<file path="config.mk">
export PLATFORM = sky130hd
export DESIGN_NAME = wb_arbiter
export DESIGN_NICKNAME = d
export VERILOG_FILES = /design/src/rtl/wb_arbiter.sv
export SDC_FILE = /design/constraint.sdc
export NUM_CORES = 1
export LEC_CHECK = 0
export BUFFER_PORTS_ARGS = -buffer_cell sky130_fd_sc_hd__buf_2
export CORE_ASPECT_RATIO = 1.2
export CORE_MARGIN = 2
export CORE_UTILIZATION = 57
export CTS_BUF_LIST = sky130_fd_sc_hd__clkbuf_2 sky130_fd_sc_hd__clkbuf_4 sky130_fd_sc_hd__clkbuf_8
export CTS_CLUSTER_SIZE = 28
export DETAILED_ROUTE_END_ITERATION = 6
export PLACE_DENSITY_LB_ADDON = 0.08
export SYNTH_ARGS = -nofsm -noshare
export SYNTH_HDL_FRONTEND = slang
export SYNTH_SLANG_ARGS = --single-unit
</file>
<file path="constraint.sdc">
create_clock -name clk -period 4.1 [get_ports clk]
set_input_delay 0 -clock clk [delete_from_list [all_inputs] [get_ports clk]]
set_output_delay 0 -clock clk [all_outputs]
set_load 0.02 [all_outputs]
</file>
<file path="src/rtl/wb_arbiter.sv">
// wb_arbiter: writeback arbiter and register scoreboard.
// Serialises ALU results (unbuffered) and load results (queued) onto the
// single register-file write port. Tracks per-register pending writes so
// decode can stall until a value is readable.
module wb_arbiter #(
    parameter int XLEN     = 32,
    parameter int LQ_DEPTH = 2
) (
    input  logic            clk,
    input  logic            rst_n,
    input  logic            alu_valid,
    output logic            alu_ready,
    input  logic [4:0]      alu_rd,
    input  logic [XLEN-1:0] alu_data,
    input  logic            ld_valid,
    output logic            ld_ready,
    input  logic [4:0]      ld_rd,
    input  logic [XLEN-1:0] ld_data,
    input  logic            iss_set,
    input  logic [4:0]      iss_rd,
    input  logic [4:0]      chk_rs1,
    input  logic [4:0]      chk_rs2,
    output logic            busy1,
    output logic            busy2,
    output logic            wb_we,
    output logic [4:0]      wb_rd,
    output logic [XLEN-1:0] wb_wdata,
    output logic            idle
);
    localparam int PW = $clog2(LQ_DEPTH);
    localparam int CW = PW + 1;

    // Load queue storage (no reset needed; validity is tracked by count_reg)
    logic [4:0]      lq_rd   [LQ_DEPTH];
    logic [XLEN-1:0] lq_data [LQ_DEPTH];
    logic [PW-1:0]   wr_ptr_reg;
    logic [PW-1:0]   rd_ptr_reg;
    logic [CW-1:0]   count_reg;

    logic            full;
    logic            empty;
    logic            push;
    logic            pop;

    logic            win_valid;
    logic [4:0]      win_rd;
    logic [XLEN-1:0] win_data;

    logic [31:1]     pending_reg;
    logic [31:0]     pending;

    assign full     = (count_reg == CW'(LQ_DEPTH));
    assign empty    = (count_reg == '0);
    assign ld_ready = !full;
    assign push     = ld_valid && !full;

    // Arbitration: a full queue forces the load head out first; otherwise
    // the ALU has priority since it cannot buffer its result.
    always_comb begin
        alu_ready = !full;
        win_valid = 1'b0;
        win_rd    = '0;
        win_data  = '0;
        pop       = 1'b0;
        if (full) begin
            win_valid = 1'b1;
            win_rd    = lq_rd[rd_ptr_reg];
            win_data  = lq_data[rd_ptr_reg];
            pop       = 1'b1;
        end else if (alu_valid) begin
            win_valid = 1'b1;
            win_rd    = alu_rd;
            win_data  = alu_data;
        end else if (!empty) begin
            win_valid = 1'b1;
            win_rd    = lq_rd[rd_ptr_reg];
            win_data  = lq_data[rd_ptr_reg];
            pop       = 1'b1;
        end
    end

    // Queue entry write on push
    always_ff @(posedge clk) begin
        if (push) begin
            lq_rd[wr_ptr_reg]   <= ld_rd;
            lq_data[wr_ptr_reg] <= ld_data;
        end
    end

    // Queue pointers and occupancy; pointers wrap naturally (power-of-two depth)
    always_ff @(posedge clk or negedge rst_n) begin
        if (!rst_n) begin
            wr_ptr_reg <= '0;
            rd_ptr_reg <= '0;
            count_reg  <= '0;
        end else begin
            if (push) wr_ptr_reg <= wr_ptr_reg + 1'b1;
            if (pop)  rd_ptr_reg <= rd_ptr_reg + 1'b1;
            case ({push, pop})
                2'b10:   count_reg <= count_reg + 1'b1;
                2'b01:   count_reg <= count_reg - 1'b1;
                default: count_reg <= count_reg;
            endcase
        end
    end

    // Registered write port; a winner targeting x0 is consumed silently
    always_ff @(posedge clk or negedge rst_n) begin
        if (!rst_n) begin
            wb_we    <= 1'b0;
            wb_rd    <= '0;
            wb_wdata <= '0;
        end else begin
            wb_we <= win_valid && (win_rd != 5'd0);
            if (win_valid) begin
                wb_rd    <= win_rd;
                wb_wdata <= win_data;
            end
        end
    end

    // Scoreboard bits for x1..x31; a fresh issue beats a same-edge writeback
    genvar gi;
    generate
        for (gi = 1; gi < 32; gi++) begin : g_pend
            // Per-register pending flag
            always_ff @(posedge clk or negedge rst_n) begin
                if (!rst_n) begin
                    pending_reg[gi] <= 1'b0;
                end else if (iss_set && (iss_rd == 5'(gi))) begin
                    pending_reg[gi] <= 1'b1;
                end else if (wb_we && (wb_rd == 5'(gi))) begin
                    pending_reg[gi] <= 1'b0;
                end
            end
        end
    endgenerate

    assign pending = {pending_reg, 1'b0};
    assign busy1   = pending[chk_rs1];
    assign busy2   = pending[chk_rs2];
    assign idle    = empty && (pending_reg == '0) && !wb_we;

endmodule

</file>
==> out/metrics.csv <==
metric;value;unit
status;completed;
antenna-violating nets left;0;
Initial Util;0.585;
maximum level of the CTS H-tree;4;
Logic pwr share;0.369;
Die X;106;um
vias in the first global route;6172;
slew margin rel.;0.276;
internal power;3870;uW
final hold viol count;0;
RSZ-0062 raised after global routing;no;
sw frac;0.382;
number of remaining DRC errors;0;
clock buffer depth;2;
Startpoint Class;flop;
Synth Area in Simple Gates;0.100;
number of antenna violations at the first check in global routing;1;
worst slew pin tran;1.08;ns
clk_lat worst skew;0.43;ns
r2r endpoint;lq_data[0][24]$_DFFE_PP_;
Compound-Gate Fraction of Synth Area;0.187;
first-pass detailed-route iteration total;5;
crit end category;flop;
Remaining Overflow, GRT;0;
num rows;44;
reg2reg setup slack;1.36;ns
Sink Count;147;
hold path cells;4;
number of flops mapped to enable cells by yosys;74;
cell area after synthesis;0.00708;mm2
Clk pin slew, worst setup/hold paths;0.08;ns
worst hold start;alu_data[24];
CP Max Fanout;43;
Crit Reg-Reg Startpoint;count_reg[0]$_DFFE_PN0P_;
Die Ht;126;um
Power Total;6260;uW
number of slew-limit violations in the final report;0;
Yosys warning total;0;
WP data arrival;2.78;ns
filler instances;834;
Seq/Total Area, Yosys;0.572;
Routability Congestion;1.01;
critical path type;reg -> reg;
io pins;137;
cell count after synthesis;608;
largest family of logic cells by synthesized area;compound AO/OA/AOI/OAI gates;
setup bufs post-CTS;0;
Vias/cell;6.12;
worst hold path endpoint;wb_wdata[24]$_DFFE_PN0P_;
Final Setup Violations;0;
sequential share of power;0.413;
CP required;4.14;ns
Max Freq;365;MHz
CTS Buf Count;17;
final net count;900;
Layout Skew;0.0137;ns
root buf cell;clkbuf_8;
post-DP HPWL;12.0;mm
LEAKAGE;0.00354;uW
I/O Buffers;136;
Net Count, Synth;703;
first-pass GRT wire length;30.3;mm
DRT iter0 DRCs;496;
CP Cell Sequence;nand2b_2 -> nand2_1 -> nor2_4;
slowest CP cell;nor2_4;
die area;0.0133;mm2
Synth Area in XOR/XNOR;0.00618;
Yosys reg bits;147;
layout cell share with drive strength beyond 1;0.263;
Routed WL;19.1;mm
reported net switching power;2390;uW
pwr dens;687;mW/mm2
Synth Flop Type;edfxtp_1;
Largest register FFs;64;
Clock Power Share;0.218;
Setup TNS;0;ns
ys async rst share;0.497;
vias after detailed routing;5990;
maximum VDD drop;0.456;mV
min cycle time layout;2.74;ns
Total Routing Usage GR;0.292;
R2R depth;3;
Worst path max stage delay;0.89;ns
Area growth, synth to finish;28.7;%
pin count of the biggest net entering global routing;113;
CTS tree;built;
adder-cell area share of the yosys netlist;0.00177;
Mapped Avg Cell Area;11.6;um2
class of the worst hold path;in -> reg;
mux share of post-synthesis cell area;0.106;
Core ar.;0.0121;mm2
Tcrit/Tclk final;0.669;
number of max-cap violations;0;
mean routed wirelength per cell;19.5;um
Antenna Cells;0;
Yosys cell types;44;
-- routing by layer --
metal  vias up  wire (um)  part of all wire  track usage
met4         0        778             0.041        0.145
met3        57        991             0.052       0.0600
met1      2934       6960              0.36        0.322
met2       272      10300              0.54        0.532
met5         -          0                 0            0
li1       2727          -                 -            -
-- power by group through the flow --
stage / clock, uW / sequential (uW) / combinational (uW)
finish: 1360 / 2590 / 2310
global route: 1440 / 2650 / 2500
CTS: 1380 / 2570 / 2280
detailed placement: 0 / 2600 / 2210
global placement: 0 / 2570 / 2140
floorplan: 0 / 2640 / 1420
-- per-stage QoR --
step | utilization | std cells | instance area [um2] | setup slack [ns] | hold slack (ns)
global route | 0.752 | 979 | 9110 | 1.16 | 0.0143
floorplan | - | 608 | 7080 | 1.05 | -0.296
detailed placement | 0.645 | 866 | 7810 | 1.39 | 0.192
CTS | 0.752 | 979 | 9110 | 1.37 | 0.00754
global placement | 0.645 | 866 | 7810 | 1.49 | 0.191
finish | 0.752 | 979 | 9110 | 1.36 | 0.0396
-- synth_stat cells, types with 2 or more instances --
master	count	area (um2)
nor2_1	11	41.3
o21ai_0	99	495
xor2_1	2	17.5
nand4b_1	2	17.5
nor3b_1	2	15.0
nand4_1	6	37.5
nand2b_1	44	275
mux2i_1	20	200
dfrtp_1	73	1830
edfxtp_1	74	2220
xnor2_1	3	26.3
o22ai_1	36	225
a22oi_1	4	30.0
nor3_1	3	15.0
inv_1	2	7.51
nand3_1	15	75.1
o31a_1	34	298
mux4_1	3	78.8
nand2_1	19	71.3
a21oi_1	43	215
nand3b_1	3	22.5
mux4_2	3	67.6
nor2b_1	8	50.1
mux2_2	35	394
clkbuf_1	19	71.3
buf_1	3	11.3
buf_2	17	85.1
or2_2	2	12.5
nor4_1	8	50.1
-- critical path: cells and delay by family, from the launching register on --
kind             cells  cell delay [ns]
and+or+nand+nor      3             1.98
DFF                  1             0.35
-- cell families after synthesis --
logic type	after synthesis
buffers and inverters	43
xor gates and xnor gates	5
DFF	147
AOI/OAI and AO/OA	223
adders and majority gates	1
muxes	62
and+or+nand+nor	127
-- cell usage in the layout (no fill, tap or decap), drive strengths merged, types with 3 or more instances in the layout --
| cell type | count |
|---|---|
| nor4 | 8 |
| or2 | 3 |
| clkbuf | 20 |
| edfxtp | 74 |
| clkinv | 3 |
| dfrtp | 73 |
| nand4 | 6 |
| nand2b | 44 |
| nor2b | 8 |
| inv | 5 |
| nand2 | 19 |
| buf | 138 |
| mux2 | 36 |
| o21ai | 99 |
| o31a | 34 |
| xnor2 | 3 |
| mux4 | 6 |
| nand3b | 3 |
| bufinv | 6 |
| dlygate4sd3 | 81 |
| nand3 | 15 |
| a22oi | 4 |
| a21oi | 43 |
| nor3 | 3 |
| o22ai | 36 |
| nor2 | 11 |
| mux2i | 20 |
-- repair_timing --
action / in CTS / in global routing
gates resized for setup: 0 / 0
hold buffers: 81 / 0
setup endpoints to repair: 0 / 0
hold endpoints to repair: 210 / 0
-- final cells by class --
cell class	instances	area, um2	share of cell area
Inverter	2	7.51	0.000824
Multi-Input combinational cell	418	2850	0.313
Timing Repair Buffer	219	1510	0.166
Tap cell	161	201	0.0221
Clock buffer	20	263	0.0288
Clock inverter	12	226	0.0249
Sequential cell	147	4050	0.445
-- how the worst max path moves through the flow --
| stage | end | start | slack (ns) | cells past startpoint |
|---|---|---|---|---|
| after floorplan | lq_data[0][0]$_DFFE_PP_ | count_reg[0]$_DFFE_PN0P_ | 1.05 | 6 |
| after global placement | lq_data[0][27]$_DFFE_PP_ | count_reg[0]$_DFFE_PN0P_ | 1.49 | 3 |
| after detailed placement | lq_data[0][0]$_DFFE_PP_ | count_reg[0]$_DFFE_PN0P_ | 1.39 | 3 |
| after CTS | lq_data[0][24]$_DFFE_PP_ | count_reg[0]$_DFFE_PN0P_ | 1.37 | 3 |
| after global routing | lq_data[0][30]$_DFFE_PP_ | count_reg[0]$_DFFE_PN0P_ | 1.16 | 3 |
| final | lq_data[0][24]$_DFFE_PP_ | count_reg[0]$_DFFE_PN0P_ | 1.36 | 3 |
Note: power is estimated with default switching activity, not from simulation.
